[src/rtl/vec_operand_sequencer_pkg.sv]
// Shared constants for the vector operand sequencer: funct3 operand formats,
// SEW encodings, FSM states and the SEW broadcast helper.
package vec_operand_sequencer_pkg;

  localparam logic [2:0] OPIVV = 3'b000;
  localparam logic [2:0] OPIVX = 3'b100;
  localparam logic [2:0] OPIVI = 3'b011;

  typedef enum logic [1:0] {
    SEW8  = 2'd0,
    SEW16 = 2'd1,
    SEW32 = 2'd2,
    SEW64 = 2'd3
  } sew_e;

  typedef enum logic {
    IDLE = 1'b0,
    RUN  = 1'b1
  } state_e;

  // Replicates the low SEW bits of a scalar across a full 64-bit beat.
  function automatic logic [63:0] sew_broadcast(input logic [63:0] i_val, input sew_e i_sew);
    logic [63:0] w_res;
    case (i_sew)
      SEW8:    w_res = {8{i_val[7:0]}};
      SEW16:   w_res = {4{i_val[15:0]}};
      SEW32:   w_res = {2{i_val[31:0]}};
      default: w_res = i_val;
    endcase
    return w_res;
  endfunction

endpackage

[src/rtl/vec_operand_sequencer_skid_buf.sv]
// vopseq_skid_buf: 2-entry FIFO of {data, last} beats with push, pop, count
// and head outputs; a push while full is accepted only alongside a pop.
module vopseq_skid_buf (
  input  logic        i_clk,
  input  logic        i_rst_n,
  input  logic        i_push,
  input  logic [63:0] i_push_data,
  input  logic        i_push_last,
  input  logic        i_pop,
  output logic [1:0]  o_count,
  output logic        o_head_valid,
  output logic [63:0] o_head_data,
  output logic        o_head_last
);

  logic [63:0] r_data [2];
  logic [1:0]  r_last;
  logic        r_wr_ptr;
  logic        r_rd_ptr;
  logic [1:0]  r_count;
  logic        w_pop;
  logic        w_push;

  assign w_pop  = i_pop && (r_count != 2'd0);
  assign w_push = i_push && ((r_count != 2'd2) || w_pop);

  always_ff @(posedge i_clk or negedge i_rst_n) begin
    if (!i_rst_n) begin
      r_data[0] <= '0;
      r_data[1] <= '0;
      r_last    <= '0;
      r_wr_ptr  <= 1'b0;
      r_rd_ptr  <= 1'b0;
      r_count   <= 2'd0;
    end else begin
      if (w_push) begin
        r_data[r_wr_ptr] <= i_push_data;
        r_last[r_wr_ptr] <= i_push_last;
        r_wr_ptr         <= ~r_wr_ptr;
      end
      if (w_pop) begin
        r_rd_ptr <= ~r_rd_ptr;
      end
      if (w_push && !w_pop) begin
        r_count <= r_count + 2'd1;
      end else if (w_pop && !w_push) begin
        r_count <= r_count - 2'd1;
      end
    end
  end

  assign o_count      = r_count;
  assign o_head_valid = (r_count != 2'd0);
  assign o_head_data  = r_data[r_rd_ptr];
  assign o_head_last  = r_last[r_rd_ptr];

endmodule

[src/rtl/vec_operand_sequencer.sv]
// Streams operand A of a vector instruction (VRF, scalar or immediate source)
// as 64-bit beats. Optional VOPSEQ_PERF_CNT_EN adds beat/stall counters.
module vec_operand_sequencer
  import vec_operand_sequencer_pkg::*;
#(
  parameter  int VLEN  = 512,
  parameter  int VL_W  = 10,
  localparam int IDX_W = $clog2(VLEN / 64)
) (
  input  logic             i_clk,
  input  logic             i_rst_n,
  input  logic             i_issue_valid,
  output logic             o_issue_ready,
  input  logic [2:0]       i_funct3,
  input  logic [4:0]       i_vs1,
  input  logic [1:0]       i_vsew,
  input  logic [VL_W-1:0]  i_vl,
  input  logic [63:0]      i_scalar_in_64,
  input  logic [63:0]      i_simm64,
  output logic             o_vrf_rd_en,
  output logic [4+IDX_W:0] o_vrf_rd_addr,
  input  logic [63:0]      i_vrf_rd_data,
  output logic             o_op_valid,
  input  logic             i_op_ready,
  output logic [63:0]      o_op_data,
  output logic             o_op_last,
  output logic             o_busy,
  output logic             o_err_illegal
`ifdef VOPSEQ_PERF_CNT_EN
  ,
  output logic [31:0]      o_perf_beats,
  output logic [31:0]      o_perf_stall
`endif
);

  localparam int NBEATS_MAX = VLEN / 64;
  localparam int CNT_W      = IDX_W + 1;
  localparam int BW         = VL_W + 7;

  state_e           r_state;
  state_e           w_state_nxt;
  logic             r_is_vv;
  logic [4:0]       r_vs1;
  logic [CNT_W-1:0] r_nbeats;
  logic [CNT_W-1:0] r_issue_cnt;
  logic [63:0]      r_bcast;
  logic             r_rd_pending;
  logic             r_rd_last;
  logic             r_err;

  logic             w_accept;
  logic             w_legal;
  logic [BW-1:0]    w_bits;
  logic [BW-1:0]    w_beats_raw;
  logic [CNT_W-1:0] w_nbeats;
  logic             w_issue;
  logic             w_issue_last;
  logic [2:0]       w_occ;
  logic             w_pop;
  logic             w_push;
  logic [63:0]      w_push_data;
  logic             w_push_last;
  logic [1:0]       w_count;
  logic             w_head_valid;
  logic             w_head_last;
  logic [63:0]      w_head_data;

  assign w_accept    = (r_state == IDLE) && i_issue_valid;
  assign w_legal     = (i_funct3 == OPIVV) || (i_funct3 == OPIVX) || (i_funct3 == OPIVI);
  assign w_bits      = BW'(i_vl) << (3'd3 + 3'(i_vsew));
  assign w_beats_raw = (w_bits + BW'(63)) >> 6;
  assign w_nbeats    = (w_beats_raw > BW'(NBEATS_MAX)) ? CNT_W'(NBEATS_MAX)
                                                       : w_beats_raw[CNT_W-1:0];

  // Occupancy counts the in-flight read and frees the slot being popped this cycle.
  assign w_pop        = w_head_valid && i_op_ready;
  assign w_occ        = {1'b0, w_count} + {2'b00, r_rd_pending} - {2'b00, w_pop};
  assign w_issue_last = (r_issue_cnt == (r_nbeats - CNT_W'(1)));

  always_comb begin
    w_state_nxt   = r_state;
    o_issue_ready = 1'b0;
    o_busy        = 1'b0;
    w_issue       = 1'b0;
    case (r_state)
      IDLE: begin
        o_issue_ready = 1'b1;
        if (w_accept && w_legal && (w_nbeats != '0)) begin
          w_state_nxt = RUN;
        end
      end
      RUN: begin
        o_busy  = 1'b1;
        w_issue = (r_issue_cnt < r_nbeats) && (w_occ < 3'd2);
        if (w_pop && w_head_last) begin
          w_state_nxt = IDLE;
        end
      end
      default: w_state_nxt = IDLE;
    endcase
  end

  assign o_vrf_rd_en   = w_issue && r_is_vv;
  assign o_vrf_rd_addr = {r_vs1, r_issue_cnt[IDX_W-1:0]};

  assign w_push      = r_rd_pending || (w_issue && !r_is_vv);
  assign w_push_data = r_rd_pending ? i_vrf_rd_data : r_bcast;
  assign w_push_last = r_rd_pending ? r_rd_last : w_issue_last;

  always_ff @(posedge i_clk or negedge i_rst_n) begin
    if (!i_rst_n) begin
      r_state      <= IDLE;
      r_is_vv      <= 1'b0;
      r_vs1        <= '0;
      r_nbeats     <= '0;
      r_issue_cnt  <= '0;
      r_bcast      <= '0;
      r_rd_pending <= 1'b0;
      r_rd_last    <= 1'b0;
      r_err        <= 1'b0;
    end else begin
      r_state      <= w_state_nxt;
      r_rd_pending <= o_vrf_rd_en;
      r_rd_last    <= w_issue_last;
      r_err        <= w_accept && !w_legal;
      if (w_accept) begin
        r_is_vv     <= (i_funct3 == OPIVV);
        r_vs1       <= i_vs1;
        r_nbeats    <= w_nbeats;
        r_issue_cnt <= '0;
        r_bcast     <= sew_broadcast((i_funct3 == OPIVX) ? i_scalar_in_64 : i_simm64,
                                     sew_e'(i_vsew));
      end else if (w_issue) begin
        r_issue_cnt <= r_issue_cnt + CNT_W'(1);
      end
    end
  end

  vopseq_skid_buf u_skid_buf (
    .i_clk        (i_clk),
    .i_rst_n      (i_rst_n),
    .i_push       (w_push),
    .i_push_data  (w_push_data),
    .i_push_last  (w_push_last),
    .i_pop        (w_pop),
    .o_count      (w_count),
    .o_head_valid (w_head_valid),
    .o_head_data  (w_head_data),
    .o_head_last  (w_head_last)
  );

  assign o_op_valid    = w_head_valid;
  assign o_op_data     = w_head_data;
  assign o_op_last     = w_head_last;
  assign o_err_illegal = r_err;

`ifdef VOPSEQ_PERF_CNT_EN
  logic [31:0] r_perf_beats;
  logic [31:0] r_perf_stall;

  always_ff @(posedge i_clk or negedge i_rst_n) begin
    if (!i_rst_n) begin
      r_perf_beats <= '0;
      r_perf_stall <= '0;
    end else begin
      r_perf_beats <= r_perf_beats + 32'(w_pop);
      r_perf_stall <= r_perf_stall + 32'(w_head_valid && !i_op_ready);
    end
  end

  assign o_perf_beats = r_perf_beats;
  assign o_perf_stall = r_perf_stall;
`endif

endmodule

[config.mk]
export PLATFORM = sky130hd
export DESIGN_NAME = vec_operand_sequencer
export DESIGN_NICKNAME = d
export VERILOG_FILES = /design/src/rtl/vec_operand_sequencer_pkg.sv /design/src/rtl/vec_operand_sequencer_skid_buf.sv /design/src/rtl/vec_operand_sequencer.sv
export SDC_FILE = /design/constraint.sdc
export NUM_CORES = 1
export LEC_CHECK = 0
export ABC_AREA = 1
export BUFFER_PORTS_ARGS = -buffer_cell sky130_fd_sc_hd__buf_4
export CORE_MARGIN = 2
export CORE_UTILIZATION = 25
export CTS_CLUSTER_SIZE = 14
export DETAILED_ROUTE_END_ITERATION = 10
export PLACE_DENSITY = 0.54
export SKIP_CTS_REPAIR_TIMING = 1
export SLEW_MARGIN = 25
export SYNTH_ARGS = -nofsm -noshare
export SYNTH_HDL_FRONTEND = slang
export SYNTH_SLANG_ARGS = --single-unit
[constraint.sdc]
create_clock -name i_clk -period 9.2 [get_ports i_clk]
set_input_delay 1.84 -clock i_clk [delete_from_list [all_inputs] [get_ports i_clk]]
set_output_delay 1.84 -clock i_clk [all_outputs]
set_load 0.1 [all_outputs]
==> summary.txt, run 1 <==
Cells and area
  • Leading cell type in the layout, fill and taps excluded: nand2_1
  • Layout cells sized above 1: 0.198
  • Util after Layout: 0.323
  • Nets: 2,113
  • Most frequent cells in the layout: nand2_1, buf_4, o21ai_0, dfrtp_1
  • Design area: 15,500 um^2
  • Area grow syn2layout: 27.4%

STA
  • Final Critical Period: 5990 ps
  • Final hold vios: 0
  • Slew HR: 0.338
  • Clk_skew: 12.5 ps
  • Worst Tran Pin Value: 992 ps
  • RSZ-0062 raised after global routing: false
  • Fmax achieved: 0.167 GHz
  • Fin. max-slew vios: 0
  • Final Setup Violations: 0
  • Final worst path period share: 0.651
  • Setup TNS: 0 ps

Place
  • Port bufs: 293
  • Hpwl dp: 33,400 um
  • Area after DPL: 14,700 um^2
  • GP Congestion: 0.883

Clock tree
  • CTS root buf: clkbuf_16
  • CTS clock-pin slew for the worst setup and hold paths: 60 ps
  • Clock sink count: 216
  • Clk buf depth: 3
  • Skew-Pair Late Insertion Delay: 520 ps
  • H-tree Lvls: 1
  • CTS tree: yes
  • Total CTS buffers: 24

Floorplan
  • I/O pins: 294
  • Die height: 224 um
  • Site row count: 80
  • Die Wd: 224 um
  • Die area: 50,300 um^2
  • CORE AREA: 47,800 um^2
  • Initial Utilization: 0.254

Critical path
  • Critical path required time: 7360 ps
  • Top cell by count, worst path: buf_4
  • Crit path launch type: primary input
  • CP Class: in -> out
  • Slowest CP cell: fa_1
  • Worst Setup End Kind: primary output
  • Reg2Reg Setup Slack: 3680 ps
  • Worst stage delay on the critical path: 380 ps
  • CP bufs+invs: 3
  • CP max FO: 10
  • WP data arrival: 4150 ps
  • Worst path cell trace: buf_4 > nand2_1 > inv_1 > ha_1 > or2_2 > fa_1 > xnor2_1 > nand4_2 > nor2_1 > buf_4
  • CP delay by family, top: simple AND/OR/NAND/NOR gates

Synth
  • Ranking of synthesized cells by area: dfrtp_1, nand2_1, o21ai_0
  • Synth warn: 0
  • Synth cell types: 38
  • Sequential fraction of the synthesis area: 0.446
  • Main flop type after synthesis: dfrtp_1
  • Syn nets: 1,888
  • Post-Syn Area per Cell: 7.32 um^2
  • Synth top area share: 0.446
  • Synth area leader: dfrtp_1
  • Post-synth EDFFs: 0
  • Ys async rst share: 1.00
  • Synth Instances: 1,658
  • Synth Register Bits: 216
  • Synth Cell Area: 12,100 um^2

Power
  • PD cells: 414 nW/um^2
  • Leakage: 7.73 nW
  • Peak VDD IR: 0.000189 V

GRT
  • Initial antenna violation count: 1
  • First-pass GRT wire length: 68,200 um
  • Total GRT Usage: 0.177
  • Vias in the first global route: 11,400
  • Largest net degree at the start of global routing: 99
  • Gr ovfl total: 0

Routing
  • Wire per inst: 17.9 um
  • DR pass1 iterations: 5
  • Vias per inst: 4.66
  • Total number of vias: 11,700
  • Detailed Route WL: 45,000 um
  • DRT iter0 DRCs: 813
  • # DRC: 0
  • Final ANT Viol Nets: 0

Job
  • Max-cap viol count: 0

Min path
  • Class of the worst hold path: reg -> reg

Status
  • Status: finished clean
-- worst paths after layout --
kind | cells after the start | endpoint | from
setup reg to reg | 14 | u_skid_buf.r_data[74] | r_rd_pending
min in group asynchronous | 1 | u_skid_buf.r_data[116] | i_rst_n
setup / recovery | 10 | o_vrf_rd_en | i_op_ready
hold reg to reg | 1 | u_skid_buf.o_count[0] | u_skid_buf.o_count[0]
max in group asynchronous | 3 | u_skid_buf.r_rd_ptr | i_rst_n
hold / removal | 1 | u_skid_buf.o_count[0] | u_skid_buf.o_count[0]
-- final cells by class --
class	count	area, um^2
multi-input combinational	1200	5670
clock inverter	2	10.0
antenna	1	2.50
tap	615	769
sequential	216	5410
fill	5206	32400
timing repair buffer	308	2340
clock buffer	39	748
inverter	133	500
-- synth_stat cells, types with 4 or more instances --
library cell	count
nand3_1	60
o22ai_1	14
xnor2_1	6
buf_2	11
dfrtp_1	216
a21oi_1	6
mux2i_1	24
a31oi_1	25
o21a_1	7
o221ai_1	30
nand4_1	5
inv_2	6
buf_6	15
or2_2	8
o21ai_0	228
ha_1	13
inv_1	125
nor2_1	123
nand2_1	578
nand2_2	4
clkbuf_1	72
buf_4	9
o21ai_1	51
-- metal layers --
| layer | wire [um] | up-vias | share of wire | global-route usage |
|---|---|---|---|---|
| met5 | 0 | - | 0 | 0 |
| met4 | 700 | 0 | 0.016 | 0.0344 |
| li1 | - | 5814 | - | - |
| met3 | 2430 | 40 | 0.054 | 0.0242 |
| met2 | 20800 | 356 | 0.46 | 0.289 |
| met1 | 21100 | 5503 | 0.47 | 0.251 |
-- power by group --
group	switching (mW)	leakage, nW	internal [mW]
logic	3.00	4.68	0.846
clock network	0.382	0.375	0.550
registers	0.209	2.67	1.40
-- state kept, by name, summed over array words and instances (netlist names), 2 cells and up --
name                count
r_issue_cnt             4
u_skid_buf.r_last       2
r_bcast                64
u_skid_buf.r_data     128
r_vs1                   5
u_skid_buf.o_count      2
r_nbeats                4
-- cells by family after synthesis --
family          after synthesis  synth area share
simple gates                789             0.259
compound gates              364             0.166
buf+inv                     242            0.0881
flops                       216             0.446
mux                          24            0.0198
fa+ha+maj                    14            0.0151
xor+xnor                      9           0.00650
-- per-stage QoR --
| step | setup slack, ps | hold slack [ps] | cells | power [mW] |
|---|---|---|---|---|
| floorplan | 2630 | 446 | 1658 | 4.55 |
| global placement | 3230 | 462 | 2471 | 5.45 |
| detailed placement | 3170 | 466 | 2472 | 5.50 |
| CTS | 3100 | 478 | 2513 | 6.45 |
| global route | 2910 | 502 | 2513 | 6.81 |
| finish | 3210 | 478 | 2514 | 6.39 |
Note: power is estimated with default switching activity, not from simulation.
==> run 2: changes to the inputs <==
- PLACE_DENSITY: 0.54 -> 0.56
- clock period: 9.2 -> 5.3 ns (I/O delays scaled with it)
==> run 2 against run 1 <==
Net effect:
- wire length increased by 0.74%
- combinational power increased by 73%
- flip-flop and latch count unchanged
- clock skew increased by 2.3 ps
- clock power increased by 100%
- critical endpoint unchanged
- largest cell class unchanged
- largest power group unchanged
- highest routed layer unchanged
==> summary.txt, run 2 (same netlist as run 1, synthesis figures left out) <==
Routing
  • Wire per inst: 18.0 um
  • DRT iter0 DRCs: 776
  • # DRC: 0
  • Detailed Route WL: 45,400 um
  • Total number of vias: 11,900
  • DR pass1 iterations: 5
  • Final ANT Viol Nets: 0
  • Vias per inst: 4.71

Clock tree
  • Clock sink count: 216
  • CTS tree: yes
  • CTS root buf: clkbuf_16
  • Clk buf depth: 3
  • CTS clock-pin slew for the worst setup and hold paths: 60 ps
  • Skew-Pair Late Insertion Delay: 540 ps
  • H-tree Lvls: 1
  • Total CTS buffers: 26

Cells and area
  • Area grow syn2layout: 29.1%
  • Layout cells sized above 1: 0.204
  • Final Non-Filler Cells: 2,526
  • Leading cell type in the layout, fill and taps excluded: nand2_1
  • Biggest register: u_skid_buf.r_data
  • Largest regs: u_skid_buf.r_data x128, r_bcast x64, r_vs1 x5
  • Util after Layout: 0.327
  • Nets: 2,119
  • Max reg flops: 128
  • Most frequent cells in the layout: nand2_1, buf_4, o21ai_0, dfrtp_1, inv_1

Critical path
  • WP data arrival: 3370 ps
  • Crit path launch type: flop
  • CP max FO: 10
  • Critical path required time: 4240 ps
  • CP Class: reg -> out
  • Worst Setup End Kind: primary output

Power
  • Leakage: 7.82 nW
  • Peak VDD IR: 0.000327 V
  • PD cells: 730 nW/um^2

STA
  • Setup TNS: 0 ps
  • RSZ-0062 raised after global routing: false
  • Fmax achieved: 0.226 GHz
  • Clk_skew: 14.9 ps
  • Final Setup Violations: 0
  • Worst Tran Pin Value: 1030 ps
  • Hold_ws: 478 ps
  • Fin. max-slew vios: 0
  • Final hold vios: 0
  • Final Critical Period: 4430 ps
  • Final worst path period share: 0.836
  • Slew HR: 0.313

GRT
  • Initial antenna violation count: 3
  • Total GRT Usage: 0.176
  • Vias in the first global route: 11,400
  • Gr ovfl total: 0
  • First-pass GRT wire length: 67,500 um
  • Largest net degree at the start of global routing: 112

Floorplan
  • CORE AREA: 47,800 um^2
  • Die Wd: 224 um
  • Die height: 224 um
  • Site row count: 80
  • I/O pins: 294
  • Initial Utilization: 0.254
  • Die area: 50,300 um^2

Place
  • Placed insts: 2,476
  • Hpwl dp: 33,300 um
  • GP Congestion: 0.871
  • Port bufs: 293

Status
  • Status: finished clean

Min path
  • Class of the worst hold path: reg -> reg

Job
  • Max-cap viol count: 0
## run 2: changes by cell type in the layout (fill, tap and decap cells not counted), moves of 2 or more
cell	before	now
clkinvlp_4	0	3
bufinv_16	0	2
clkbuf_8	7	9
buf_12	0	3
clkbuf_16	25	27
buf_4	306	308
clkbuf_1	7	4
clkinv_2	3	1
## run 2: cell type report
| class | count | area [um^2] |
|---|---|---|
| antenna | 2 | 5.00 |
| clock buffer | 40 | 815 |
| clock inverter | 8 | 105 |
| fill | 5121 | 32200 |
| inverter | 133 | 499 |
| multi-input combinational | 1200 | 5670 |
| sequential | 216 | 5410 |
| tap | 615 | 769 |
| timing repair buffer | 312 | 2390 |
## run 2: critical path: stages, from the launching register on
cell	delay, ps
dfrtp_1	430
inv_1	110
nand2_1	80
nand2_1	140
inv_1	80
ha_1	290
or2_2	300
fa_1	380
xnor2_1	190
nand4_2	280
nor2_1	220
buf_4	320
## run 2: final timing paths
check,cells past startpoint,endpoint,from,slack [ps]
min,1,u_skid_buf.o_count[0],u_skid_buf.o_count[0],480
min in group asynchronous,1,u_skid_buf.r_data[37],i_rst_n,600
max,11,o_vrf_rd_en,u_skid_buf.o_count[1],870
min reg2reg,1,u_skid_buf.o_count[0],u_skid_buf.o_count[0],480
max reg2reg,15,u_skid_buf.r_data[94],u_skid_buf.o_count[1],1500
max in group asynchronous,2,u_skid_buf.r_data[15],i_rst_n,3560
## run 2: power breakdown
part / switching [mW] / leakage, nW / internal, mW / total [mW]
clock network: 0.738 / 0.443 / 1.16 / 1.89
registers: 0.449 / 2.67 / 2.43 / 2.88
logic: 5.16 / 4.70 / 1.51 / 6.67
## run 2: per-stage QoR
step                setup WS, ps  instance area [um^2]  total power, mW
detailed placement           870                 14700             9.63
global placement             871                 14700             9.53
global route                 692                 15700             12.1
finish                       871                 15700             11.4
CTS                          851                 15700             11.6
floorplan                   50.5                 12100             7.90
## run 2: routing by layer
layer  up-vias  wire, um  share of wire  GRT usage
met4         0       953          0.021     0.0436
met5         -         0              0          0
met3        50      2960          0.065     0.0278
li1       5840         -              -          -
met2       412     21000           0.46      0.290
met1      5588     20400           0.45      0.241
==> run 3: changes to the inputs <==
- PLACE_DENSITY: 0.56 -> 0.54
- clock period: 5.3 -> 4.1 ns (I/O delays scaled with it)
==> run 3 against run 2 <==
Net effect:
- die area did not move
- combinational power rose by 32%
- register-to-register slack got worse by 890 ps
- count of clock-buffer cells in the layout did not move
- total power rose by 29%
- sequential power rose by 26%
- utilization rose by 0.18 points
- critical path type unchanged
- largest power group unchanged
- highest routed layer unchanged
==> summary.txt, run 3 (same netlist as run 1, synthesis figures left out) <==
Floorplan
  • Initial Utilization: 0.254
  • Die Wd: 224 um
  • Site row count: 80
  • Die height: 224 um
  • CORE AREA: 47,800 um^2
  • I/O pins: 294
  • Die area: 50,300 um^2

Job
  • Max-cap viol count: 0

Cells and area
  • Final-layout fill cell count: 5,152
  • Max reg flops: 128
  • Layout cells sized above 1: 0.208
  • Util after Layout: 0.329
  • Largest regs: u_skid_buf.r_data x128, r_bcast x64, r_vs1 x5
  • Final Non-Filler Cells: 2,532
  • Biggest register: u_skid_buf.r_data
  • Area grow syn2layout: 29.8%
  • Leading cell type in the layout, fill and taps excluded: nand2_1
  • Nets: 2,129
  • Most frequent cells in the layout: nand2_1, buf_4, o21ai_0, dfrtp_1, inv_1

STA
  • Final hold vios: 0
  • Fmax achieved: 0.255 GHz
  • Worst Tran Pin Value: 934 ps
  • Slew HR: 0.378
  • Final worst path period share: 0.958
  • Final Setup Violations: 0
  • Clk_skew: 7.84 ps
  • Fin. max-slew vios: 0
  • RSZ-0062 raised after global routing: false
  • Setup TNS: 0 ps
  • Final Critical Period: 3930 ps

Clock tree
  • CTS tree: yes
  • CTS root buf: clkbuf_16
  • CTS clock-pin slew for the worst setup and hold paths: 60 ps
  • Clock sink count: 216
  • Clk buf depth: 3
  • Total CTS buffers: 26
  • H-tree Lvls: 1
  • Skew-Pair Late Insertion Delay: 550 ps

Power
  • Peak VDD IR: 0.000534 V
  • Share of power burned in registers: 0.246
  • Clock Power Share: 0.155
  • Pint: 6.54 mW
  • Leakage: 7.86 nW
  • Switch share: 0.556
  • PD cells: 936 nW/um^2
  • Switching Power: 8.20 mW
  • Total chip power: 14.7 mW
  • Combinational fraction of design power: 0.598

Critical path
  • Worst Setup End Kind: primary output
  • CP Class: reg -> out
  • Critical path required time: 3280 ps
  • WP data arrival: 3110 ps
  • Crit path launch type: flop
  • CP max FO: 4

GRT
  • Initial antenna violation count: 2
  • Gr ovfl total: 0
  • Total GRT Usage: 0.179
  • Largest net degree at the start of global routing: 125
  • Vias in the first global route: 11,400
  • First-pass GRT wire length: 68,500 um

Routing
  • DR pass1 iterations: 5
  • Vias per inst: 4.69
  • Total number of vias: 11,900
  • DRT iter0 DRCs: 776
  • Wire per inst: 18.2 um
  • Final ANT Viol Nets: 0
  • # DRC: 0
  • Detailed Route WL: 46,200 um

Place
  • Port bufs: 293
  • Hpwl dp: 33,700 um
  • GP Congestion: 0.831
  • Placed insts: 2,483

Min path
  • Class of the worst hold path: in -> async

Status
  • Status: finished clean
==> run 3: changes by cell type in the layout (fill, tap and decap cells not counted), moves of 2 or more <==
cell and delta:
buf_4 +5, clkinvlp_4 -3, buf_12 +2, buf_16 +2
clkbuf_1 +2
==> run 3: layout make-up <==
class / instances / area [um^2] / area share
Clock inverter: 4 / 60.1 / 0.00381
Multi-Input combinational cell: 1200 / 5680 / 0.361
Antenna cell: 2 / 5.00 / 0.000318
Timing Repair Buffer: 322 / 2530 / 0.161
Inverter: 133 / 500 / 0.0318
Clock buffer: 40 / 783 / 0.0497
Tap cell: 615 / 769 / 0.0489
Sequential cell: 216 / 5410 / 0.344
==> run 3: stage by stage <==
stage               area, um^2  hold WS (ps)  setup WS (ps)
finish                   15700           162            174
global route             15700           170           13.5
CTS                      15700           449           51.9
detailed placement       14800           466            344
global placement         14800           462            343
floorplan                12100           446            160
==> run 3: path summary, 6_finish.rpt <==
kind                                    endpoint  cells past startpoint                  start  slack [ps]
max                                  o_vrf_rd_en                     11  u_skid_buf.o_count[1]         170
min                        u_skid_buf.r_data[57]                      1                i_rst_n         160
max reg2reg                u_skid_buf.r_data[15]                     17  u_skid_buf.o_count[1]         610
min reg2reg                u_skid_buf.r_data[58]                      2  u_skid_buf.r_data[58]         480
max in group asynchronous  u_skid_buf.r_data[94]                      3                i_rst_n        2870
min in group i_clk                      r_vs1[2]                      3               i_vs1[2]         470
==> run 3: critical path, cell delays in order, from the launching register on <==
cell,delay [ps]
dfrtp_2,450
inv_1,110
nand2_2,60
nand2_1,130
inv_1,80
ha_1,280
or2_2,300
fa_1,390
xnor2_1,190
nand4_2,180
nor2_4,170
buf_8,210
==> run 3: metal layers <==
metal | vias up | GRT usage | wire length, um
li1 | 5843 | - | -
met1 | 5598 | 0.246 | 20900
met2 | 359 | 0.284 | 21000
met3 | 72 | 0.0308 | 2710
met4 | 0 | 0.0647 | 1530
met5 | - | 0 | 0
==> run 3: power groups by stage <==
| stage | Clock [mW] | Sequential, mW | Combinational (mW) |
|---|---|---|---|
| 4_1_cts | 2.35 | 3.72 | 8.75 |
| 3_3_place_gp | 0 | 3.73 | 8.64 |
| 6_report | 2.29 | 3.63 | 8.82 |
| 3_5_place_dp | 0 | 3.76 | 8.73 |
| 5_1_grt | 2.45 | 3.74 | 9.50 |
| 2_1_floorplan | 0 | 3.68 | 6.54 |
